**config.mk**
```make
export PLATFORM = sky130hd
export DESIGN_NAME = d_univ_shift_reg_flat
export DESIGN_NICKNAME = d
export VERILOG_FILES = /design/src/rtl/d_univ_shift_reg_if.sv /design/src/rtl/d_univ_shift_reg.sv /design/src/flat_wrapper.sv
export SDC_FILE = /design/constraint.sdc
export NUM_CORES = 1
export LEC_CHECK = 0
export ABC_AREA = 1
export ABC_CLOCK_PERIOD_IN_PS = 1200
export CAP_MARGIN = 20
export CORE_UTILIZATION = 41
export CTS_CLUSTER_SIZE = 24
export DETAILED_ROUTE_END_ITERATION = 10
export PLACE_DENSITY = 0.71
export REMOVE_ABC_BUFFERS = 1
export SYNTH_ARGS = -nofsm -noshare
export SYNTH_HDL_FRONTEND = slang
export SYNTH_SLANG_ARGS = --single-unit
```
**constraint.sdc**
```tcl
create_clock -name clk -period 1.2 [get_ports clk]
set_input_delay 0.24 -clock clk [delete_from_list [all_inputs] [get_ports clk]]
set_output_delay 0.24 -clock clk [all_outputs]
set_load 0.01 [all_outputs]
```
**src/rtl/d_univ_shift_reg_if.sv**
```systemverilog
// Control, data and status bundle for d_univ_shift_reg.
// master drives the controls; slave is the register itself.
interface d_univ_shift_reg_if #(
   parameter int unsigned WIDTH = 8
);
   logic             en;
   logic [2:0]       mode;
   logic [WIDTH-1:0] d;
   logic             sir;
   logic             sil;
   logic [WIDTH-1:0] q;
   logic [WIDTH-1:0] qb;
   logic             sor;
   logic             sol;
   logic             busy;
   logic             done;

   modport master (
      output en, mode, d, sir, sil,
      input  q, qb, sor, sol, busy, done
   );

   modport slave (
      input  en, mode, d, sir, sil,
      output q, qb, sor, sol, busy, done
   );
endinterface

```
**src/rtl/d_univ_shift_reg.sv**
```systemverilog
// Universal WIDTH-bit register: hold, shift, rotate and parallel load,
// plus an auto-serialize mode that unloads a word LSB first under busy/done.
module d_univ_shift_reg #(
   parameter int unsigned WIDTH = 8
) (
   input logic               clk,
   input logic               rst,
   d_univ_shift_reg_if.slave bus
);
   localparam int unsigned CNTW = $clog2(WIDTH + 1);

   localparam logic [2:0] MODE_HOLD = 3'b000;
   localparam logic [2:0] MODE_SHR  = 3'b001;
   localparam logic [2:0] MODE_SHL  = 3'b010;
   localparam logic [2:0] MODE_LOAD = 3'b011;
   localparam logic [2:0] MODE_ROR  = 3'b100;
   localparam logic [2:0] MODE_ROL  = 3'b101;
   localparam logic [2:0] MODE_SER  = 3'b110;

   typedef enum logic {
      IDLE = 1'b0,
      SER  = 1'b1
   } state_t;

   state_t           state, state_next;
   logic [WIDTH-1:0] q_reg, q_next;
   logic [WIDTH-1:0] qb_reg;
   logic [CNTW-1:0]  cnt, cnt_next;
   logic             done_reg, done_next;

   // State, data and status registers; qb tracks the complement of the next q.
   always_ff @(posedge clk) begin
      if (rst) begin
         state    <= IDLE;
         q_reg    <= '0;
         qb_reg   <= '1;
         cnt      <= '0;
         done_reg <= 1'b0;
      end else begin
         state    <= state_next;
         q_reg    <= q_next;
         qb_reg   <= ~q_next;
         cnt      <= cnt_next;
         done_reg <= done_next;
      end
   end

   // Next-state and datapath selection; done defaults low so it pulses once.
   always_comb begin
      state_next = state;
      q_next     = q_reg;
      cnt_next   = cnt;
      done_next  = 1'b0;
      if (bus.en) begin
         unique case (state)
            IDLE: begin
               case (bus.mode)
                  MODE_SHR:  q_next = {bus.sir, q_reg[WIDTH-1:1]};
                  MODE_SHL:  q_next = {q_reg[WIDTH-2:0], bus.sil};
                  MODE_LOAD: q_next = bus.d;
                  MODE_ROR:  q_next = {q_reg[0], q_reg[WIDTH-1:1]};
                  MODE_ROL:  q_next = {q_reg[WIDTH-2:0], q_reg[WIDTH-1]};
                  MODE_SER: begin
                     q_next     = bus.d;
                     cnt_next   = CNTW'(WIDTH);
                     state_next = SER;
                  end
                  MODE_HOLD: q_next = q_reg;
                  default:   q_next = q_reg;
               endcase
            end
            SER: begin
               // Counter is always >= 1 here, so the decrement cannot wrap.
               q_next   = {bus.sir, q_reg[WIDTH-1:1]};
               cnt_next = cnt - CNTW'(1);
               if (cnt == CNTW'(1)) begin
                  state_next = IDLE;
                  done_next  = 1'b1;
               end
            end
            default: state_next = IDLE;
         endcase
      end
   end

   assign bus.q    = q_reg;
   assign bus.qb   = qb_reg;
   assign bus.sor  = q_reg[0];
   assign bus.sol  = q_reg[WIDTH-1];
   assign bus.busy = (state == SER);
   assign bus.done = done_reg;
endmodule

```
**src/flat_wrapper.sv**
```systemverilog
// flat-port wrapper written by rule: the top's interface ports become plain ports
module d_univ_shift_reg_flat 
#(
   parameter int unsigned WIDTH = 8
)
  (clk, rst, bus_en, bus_mode, bus_d, bus_sir, bus_sil, bus_q, bus_qb, bus_sor, bus_sol, bus_busy, bus_done);
  d_univ_shift_reg_if #(.WIDTH(WIDTH)) bus_i ();
  input logic clk;
  input logic rst;
  input wire logic [$bits(bus_i.en)-1:0] bus_en;
  input wire logic [$bits(bus_i.mode)-1:0] bus_mode;
  input wire logic [$bits(bus_i.d)-1:0] bus_d;
  input wire logic [$bits(bus_i.sir)-1:0] bus_sir;
  input wire logic [$bits(bus_i.sil)-1:0] bus_sil;
  output wire logic [$bits(bus_i.q)-1:0] bus_q;
  output wire logic [$bits(bus_i.qb)-1:0] bus_qb;
  output wire logic [$bits(bus_i.sor)-1:0] bus_sor;
  output wire logic [$bits(bus_i.sol)-1:0] bus_sol;
  output wire logic [$bits(bus_i.busy)-1:0] bus_busy;
  output wire logic [$bits(bus_i.done)-1:0] bus_done;
  assign bus_i.en = bus_en;
  assign bus_i.mode = bus_mode;
  assign bus_i.d = bus_d;
  assign bus_i.sir = bus_sir;
  assign bus_i.sil = bus_sil;
  assign bus_q = bus_i.q;
  assign bus_qb = bus_i.qb;
  assign bus_sor = bus_i.sor;
  assign bus_sol = bus_i.sol;
  assign bus_busy = bus_i.busy;
  assign bus_done = bus_i.done;
  d_univ_shift_reg #(.WIDTH(WIDTH)) u_core (.clk(clk), .rst(rst), .bus(bus_i));
endmodule
```
### After elaboration in Yosys (flattened, before gate mapping)

Index checks and enable logic that the tools add are counted.

| word-level totals | value |
|---|---|
| register bits after elaboration | 22 |
| output and inout port bits | 20 |
| bits of input ports | 16 |

| operators by class | value |
|---|---|
| multiplexer cells | 9 |
| reduce and logical (&&, ||, !) cells | 3 |
| bitwise gates (word level) | 3 |
| $add $sub $neg | 1 |
| eq/ne operators | 8 |

Operators with widths:

| operator | number |
|---|---|
| $pmux 8 s5 | 1 |
| $pmux 8 s2 | 1 |
| $eq 3x3->1 const B | 3 |
| $mux 8 | 1 |
| $not 8->8 | 1 |
| $pmux 4 s2 | 1 |
| $eq 3x2->1 const B | 2 |
| $eq 4x1->1 const B | 1 |
| $mux 4 | 1 |
| $sub 4x1->4 const B | 1 |
| $eq 3x1->1 const B | 1 |
| $mux 1 | 3 |
| $reduce_or 3->1 | 1 |
| $ne 2x2->1 const B | 1 |
| $not 1->1 | 2 |
| $pmux 1 s2 | 1 |
| $reduce_and 2->1 | 1 |
| $reduce_or 2->1 | 1 |

### Depth between registers and ports, before layout

Gate-level depths: netlist of run 1.

| logic depth | value |
|---|---|
| depth after elaboration | 6 |
| depth in mapped cells | 10 |
| mapped depth without buffers | 9 |

### Worst setup path before layout of run 1

No wires, ideal clock.

| timing path | value |
|---|---|
| path type | register to register |
| from | register u_core.state, in the netlist u_core.bus.busy |
| to | register u_core.cnt[2] |
| arrival | 1.116 ns |
| path buffers | 1 |
| stages on the path, launching flop included | 6 |
| clock period less this slack | 1.201 ns |
| slack | -0.001 ns |
| data required time | 1.114 ns |
| path through | dfxtp_1 -> nand2_1 -> buf_2 -> inv_1 -> nand2_1 -> a211oi_1 |

| between the ends | value |
|---|---|
| cells in the longest elaborated chain, start to end | 3 |
| elaborated cells on any way between the ends | 4 |

RTL lines:

| element | RTL line | source |
|---|---|---|
| start: declaration | d_univ_shift_reg.sv:25 | `state_t state, state_next;` |
| start signal: assignment | d_univ_shift_reg.sv:40 | `state <= state_next;` |
| $not 1->1 | d_univ_shift_reg.sv:55 | `unique case (state)` |
| $ne 2x2->1 (no line) | -- |  |
| $reduce_and 2->1 (no line) | -- |  |
| end signal: assignment | d_univ_shift_reg.sv:43 | `cnt <= cnt_next;` |
| end: declaration | d_univ_shift_reg.sv:28 | `logic [CNTW-1:0] cnt, cnt_next;` |

Several ways; a longest one is shown, not always the timed one.
A chain may end at the register's enable or synchronous reset.

### Final worst setup path of run 1

| timing path | value |
|---|---|
| from | register u_core.qb_reg[6], in the netlist u_core.bus.qb[6] |
| to | output port bus_qb[6] |

RTL lines:

| element | RTL line | source |
|---|---|---|
| start: declaration | d_univ_shift_reg.sv:27 | `logic [WIDTH-1:0] qb_reg;` |
| start signal: assignment | d_univ_shift_reg.sv:42 | `qb_reg <= ~q_next;` |
| end: declaration | flat_wrapper.sv:16 | `output wire logic [$bits(bus_i.qb)-1:0] bus_qb;` |

No word-level cell between the ends.

==> results of run 1 <==
[layout make-up]
| class | count | area (um2) |
|---|---|---|
| Timing Repair Buffer | 57 | 513 |
| Inverter | 27 | 101 |
| Sequential cell | 22 | 447 |
| Tap cell | 31 | 38.8 |
| Multi-Input combinational cell | 120 | 629 |
| Fill cell | 246 | 968 |
| Clock buffer | 4 | 36.3 |
[logic make-up (layout without fill, tap and decap cells)]
group                      Yosys count  after routing  share of synthesized area [%]
xor gates and xnor gates             1              1                          0.742
AOI/OAI and AO/OA                   13             14                           7.73
buffers and inverters               32             88                           11.3
DFF                                 22             22                           37.3
and+or+nand+nor                    103            103                           40.8
adders and majority gates            2              2                           2.12
[synth_stat cells, drive strengths merged (2+ instances only)]
cell type  count
o21ai          5
nand2         68
inv           26
a21oi          4
buf            5
nand3b         7
nand3         20
ha             2
dfxtp         22
a211oi         2
nor2           3
nand4          3
[final timing paths]
| check | end | slack [ps] | depth (start not counted) |
|---|---|---|---|
| worst max-delay path | bus_qb[6] | 40 | 1 |
| worst min-delay path | u_core.bus.busy$_SDFFE_PP0P_ | 410 | 4 |
| worst max register to register | u_core.cnt[2]$_SDFFE_PP0P_ | 100 | 5 |
| worst min register to register | u_core.cnt[0]$_SDFFE_PP0P_ | 480 | 1 |
[per-layer routing]
layer	routed length (um)	GRT usage, %	vias up
met5	0	0	-
met1	1340	26.8	614
met4	32	10.7	0
li1	-	-	665
met3	130	3.26	5
met2	1680	40.6	37
[layout by cell type (no fill, tap or decap), types with 2 or more instances in the layout]
cell type,n
clkbuf_2,4
o21ai_0,4
ha_1,2
a211oi_1,2
inv_2,9
dlygate4sd2_1,8
nand2_2,10
clkdlybuf4s15_1,11
clkbuf_4,3
inv_1,17
buf_12,2
nand3_1,19
a21oi_1,4
clkdlybuf4s50_1,11
buf_4,20
dfxtp_2,5
nand4_1,3
dfxtp_1,17
nand3b_1,7
nor2_2,2
nand2_1,57
[per-stage QoR]
| stage | utilization, % | setup slack [ps] |
|---|---|---|
| after global placement | 62.2 | -562 |
| after global routing | 64.6 | -1.40 |
| after detailed placement | 62.2 | -595 |
| after CTS | 64.2 | 4.48 |
| final | 64.6 | 43.3 |
| after floorplan | - | -4.43 |
[power by group through the flow]
| stage | Sequential [uW] | Combinational [uW] | Clock (uW) |
|---|---|---|---|
| after CTS | 811 | 500 | 441 |
| after global routing | 819 | 564 | 461 |
| final | 812 | 511 | 421 |
| after detailed placement | 828 | 523 | 0 |
| after floorplan | 863 | 201 | 0 |
| after global placement | 826 | 515 | 0 |
[repair_timing]
action	CTS	global route
resized for setup	31	21
pin swaps	1	4
endpoints found under the hold margin	0	0
setup buffers	1	1
cloned	1	0
hold buffers	0	0
setup endpoints to repair	41	29
==> impl_metrics.yaml, run 1 <==
finish:
  fin_area_mm2: 0.00177
  instances_no_fill: 261
  num_antenna_cells: 0
  num-nets-final: 249
  area_growth_pct: 49.5
  drive_gt1_share_pct: 26.5
floorplan:
  start_util_pct: 43.2
  ios: 36
  row_count: 19
  die_y_um: 55.7
  die_x_um: 55.7
  dieArea_mm2: 0.00310
  coreArea_mm2: 0.00273
timing:
  fin_crit_sh_pct: 96.4
  fin_tns_setup_ps: 0
  timing.final.crit_period_ps: 1160
  clock.fmax_mhz: 865
  setup_violations: 0
  timing.hold.ws_ps: 407
  hold_viol: 0
  fin_worst_skew_ps: 4.34
  tightest_slew_ps: 302
  slew_violations: 0
  slew_headroom_pct: 79.7
placed_design:
  place_hpwl_mm: 2.37
  placed_cells: 254
  io_buffers: 35
  placed_cell_area_mm2: 0.00170
  place_congestion: 0.846
clocking:
  clockRootBuffer: "clkbuf_4"
  cts_buffer_depth: 2
  tritoncts: "done"
  htree_levels: 1
  path_clk_slew_ps: 130
  cts_num_sinks: 22
  cts_buffers: 3
  clkLatencyLatePin_ps: 320
grt:
  grt_pass1_vias: 1324
  antenna_found_initial: 0
  grt_pass1_wl_mm: 5.68
  grt-ovfl-total: 0
  grt_max_degree: 16
  grtUsageTotal_pct: 22.8
detailed_routing:
  drt-vias-per-instance: 5.06
  drc: 0
  drtIter0Drc: 39
  dr_total_vias: 1321
  wire_per_inst_um: 12.2
  drtAntennaViolNets: 0
  dr.pass1.iters: 4
  routed_wl_mm: 3.18
yosys:
  synth_area_mm2: 0.00118
  synthArstFlopShare_pct: 0
  ys_types: 24
  ys_top_cells_by_area: "dfxtp_1 (37%), nand2_1 (19%), nand3_1 (8.5%), inv_1 (5.7%), nand3b_1 (4.4%)"
  synth_top_area_share_pct: 37.3
  synth_cells: 173
  ys_ff_latch: 22
  ys.flop_type: "dfxtp_1"
  yosysTopAreaCell: "dfxtp_1"
  ys_warn_count: 0
  avgSynthCellArea_um2: 6.83
  ys_seq_area_share_pct: 37.3
  synth-edff-count: 0
power_and_ir_drop:
  power.switching_uw: 524
  swShare_pct: 30.0
  pwr-share-comb_pct: 29.3
  power_frac_seq_pct: 46.5
  power_density_mw_per_mm2: 988
  peakVddDrop_mv: 0.789
  intPower_uw: 1220
  pwr-share-clk_pct: 24.1
  power_uw: 1740
  leakagePower_uw: 0.000907
worst_setup_path:
  path_buf_inv: 1
  max_stage_delay_ps: 340
  r2r_start: "u_core.bus.busy$_SDFFE_PP0P_"
  crit_chain: "dlygate4sd2_1"
  startpoint: "u_core.bus.qb[6]$_SDFF_PP1_"
  critical_path_required_ps: 960
  endpoint_kind: "output port"
  worstPathArrival_ps: 920
  start_kind: "flop"
  crit_fanout: 1
  slowest_stage: "dfxtp_1"
  crit_type: "flop to output port"
  path_delay_family: "flip-flops"
min_path:
  holdCritPathClass: "primary input to flop"
  holdCritStartpoint: "bus_mode[1]"
job:
  max_cap_violations: 0
status:
  status: "completed"
No activity file was read; power rests on OpenSTA's default activity.
==> run 2: changes to the inputs <==
Settings changed: CORE_ASPECT_RATIO from default to 0.7.
==> run 2 against run 1 <==
  * Register-to-register slack got worse by 30 ps
  * Flip-flop and latch count unchanged
  * Critical endpoint is now bus_q[4]
  * Global-route usage increased by 1.6 points
  * Count of clock-buffer cells in the layout decreased by 1
==> impl_metrics.yaml, run 2 (synthesis results as in run 1) <==
status:
  status: "completed"
clocking:
  cts_setup_buffers: 0
  cts_buffers: 3
  clockRootBuffer: "clkbuf_8"
  cts_num_sinks: 22
  htree_levels: 1
  cts_buffer_depth: 2
  tritoncts: "done"
  clkLatencyLatePin_ps: 260
  path_clk_slew_ps: 70
finish:
  num_antenna_cells: 0
  instances_no_fill: 261
  register_area_um2: 442
  multi_input_area_um2: 676
  mostFrequentLayoutCells: "nand2_1 (55), dfxtp_1 (21), dlygate4sd2_1 (21), nand3_1 (19), inv_1 (17)"
  drive_gt1_share_pct: 25.1
  num-nets-final: 247
  fillers: 214
  mostFrequentLayoutCell: "nand2_1"
  final_core_util_pct: 69.2
  fin_area_mm2: 0.00179
  area_growth_pct: 51.8
floorplan:
  die_y_um: 46.9
  die_x_um: 66.2
  row_count: 15
  start_util_pct: 45.6
  coreArea_mm2: 0.00259
  dieArea_mm2: 0.00310
  ios: 36
timing:
  slew_violations: 0
  slew_headroom_pct: 79.8
  setup_violations: 0
  postLayoutSetupSlackWorst_ps: 32.0
  timing.final.crit_period_ps: 1170
  clock.fmax_mhz: 856
  fin_worst_skew_ps: 0.627
  fin_crit_sh_pct: 97.3
  hold_viol: 0
  tightest_slew_ps: 302
  fin_tns_setup_ps: 0
worst_setup_path:
  start_kind: "flop"
  worstPathArrival_ps: 930
  max_stage_delay_ps: 370
  critical_path_required_ps: 960
  slowest_stage: "dfxtp_1"
  path_delay_family: "flip-flops"
  path_buf_inv: 1
  crit_chain: "dlygate4sd2_1"
  crit_type: "flop to output port"
  crit_fanout: 4
  endpoint_kind: "output port"
placed_design:
  io_buffers: 35
  placed_cell_area_mm2: 0.00170
  preCtsSetupSlack_ps: -585
  place_congestion: 0.857
  place_hpwl_mm: 2.37
  placed_cells: 256
grt:
  grt-ovfl-total: 0
  grt_pass1_vias: 1235
  grtUsageTotal_pct: 24.4
  grt_pass1_wl_mm: 5.55
  antenna_found_initial: 0
  grt_max_degree: 17
detailed_routing:
  drtIter0Drc: 68
  drtAntennaViolNets: 0
  drc: 0
  wire_per_inst_um: 12.9
  routed_wl_mm: 3.37
  dr_total_vias: 1337
  drt-vias-per-instance: 5.12
  dr.pass1.iters: 4
min_path:
  holdCritPathClass: "flop to flop"
power_and_ir_drop:
  leakagePower_uw: 0.000928
  power_density_mw_per_mm2: 989
  peakVddDrop_mv: 0.623
job:
  max_cap_violations: 0
[run 2: area by class of cell]
class,instances,area share [%]
Timing Repair Buffer,54,27.0
Sequential cell,22,24.6
Tap cell,34,2.37
Multi-Input combinational cell,121,37.7
Clock buffer,3,2.30
Inverter,27,6.00
[run 2: through the flow]
step | power (uW) | hold WS (ps)
floorplan | 1060 | 309
global placement | 1340 | 470
detailed placement | 1350 | 482
CTS | 1770 | 493
global route | 1880 | 526
finish | 1770 | 492
[run 2: timing repair]
action,in CTS,in global routing
endpoints found under the setup margin,41,17
pin swaps,4,1
resized for setup,41,8
gates cloned,2,0
hold buffers,0,0
[run 2: power breakdown]
part / total [uW] / switching [uW] / leakage, uW / internal, uW
Clock: 444 / 220 / 0.0000216 / 224
Sequential: 811 / 25.2 / 0.000182 / 786
Combinational: 518 / 279 / 0.000725 / 239
Total: 1770 / 524 / 0.000928 / 1250
[run 2: final timing paths]
| check | slack, ps | cells past startpoint | from | endpoint |
|---|---|---|---|---|
| max | 30 | 1 | flop | bus_q[4] |
| min | 490 | 1 | u_core.cnt[3]$_SDFFE_PP0P_ | u_core.bus.done$_SDFF_PP0_ |
| max reg2reg | 70 | 7 | u_core.bus.busy$_SDFFE_PP0P_ | flop |
| min reg2reg | 490 | 1 | u_core.cnt[3]$_SDFFE_PP0P_ | u_core.bus.done$_SDFF_PP0_ |
[run 2: layer usage]
layer	vias up	wire (um)	track usage, %
li1	660	-	-
met1	604	1570	31.1
met2	61	1510	41.0
met3	12	214	6.55
met4	0	83	7.66
met5	-	0	0
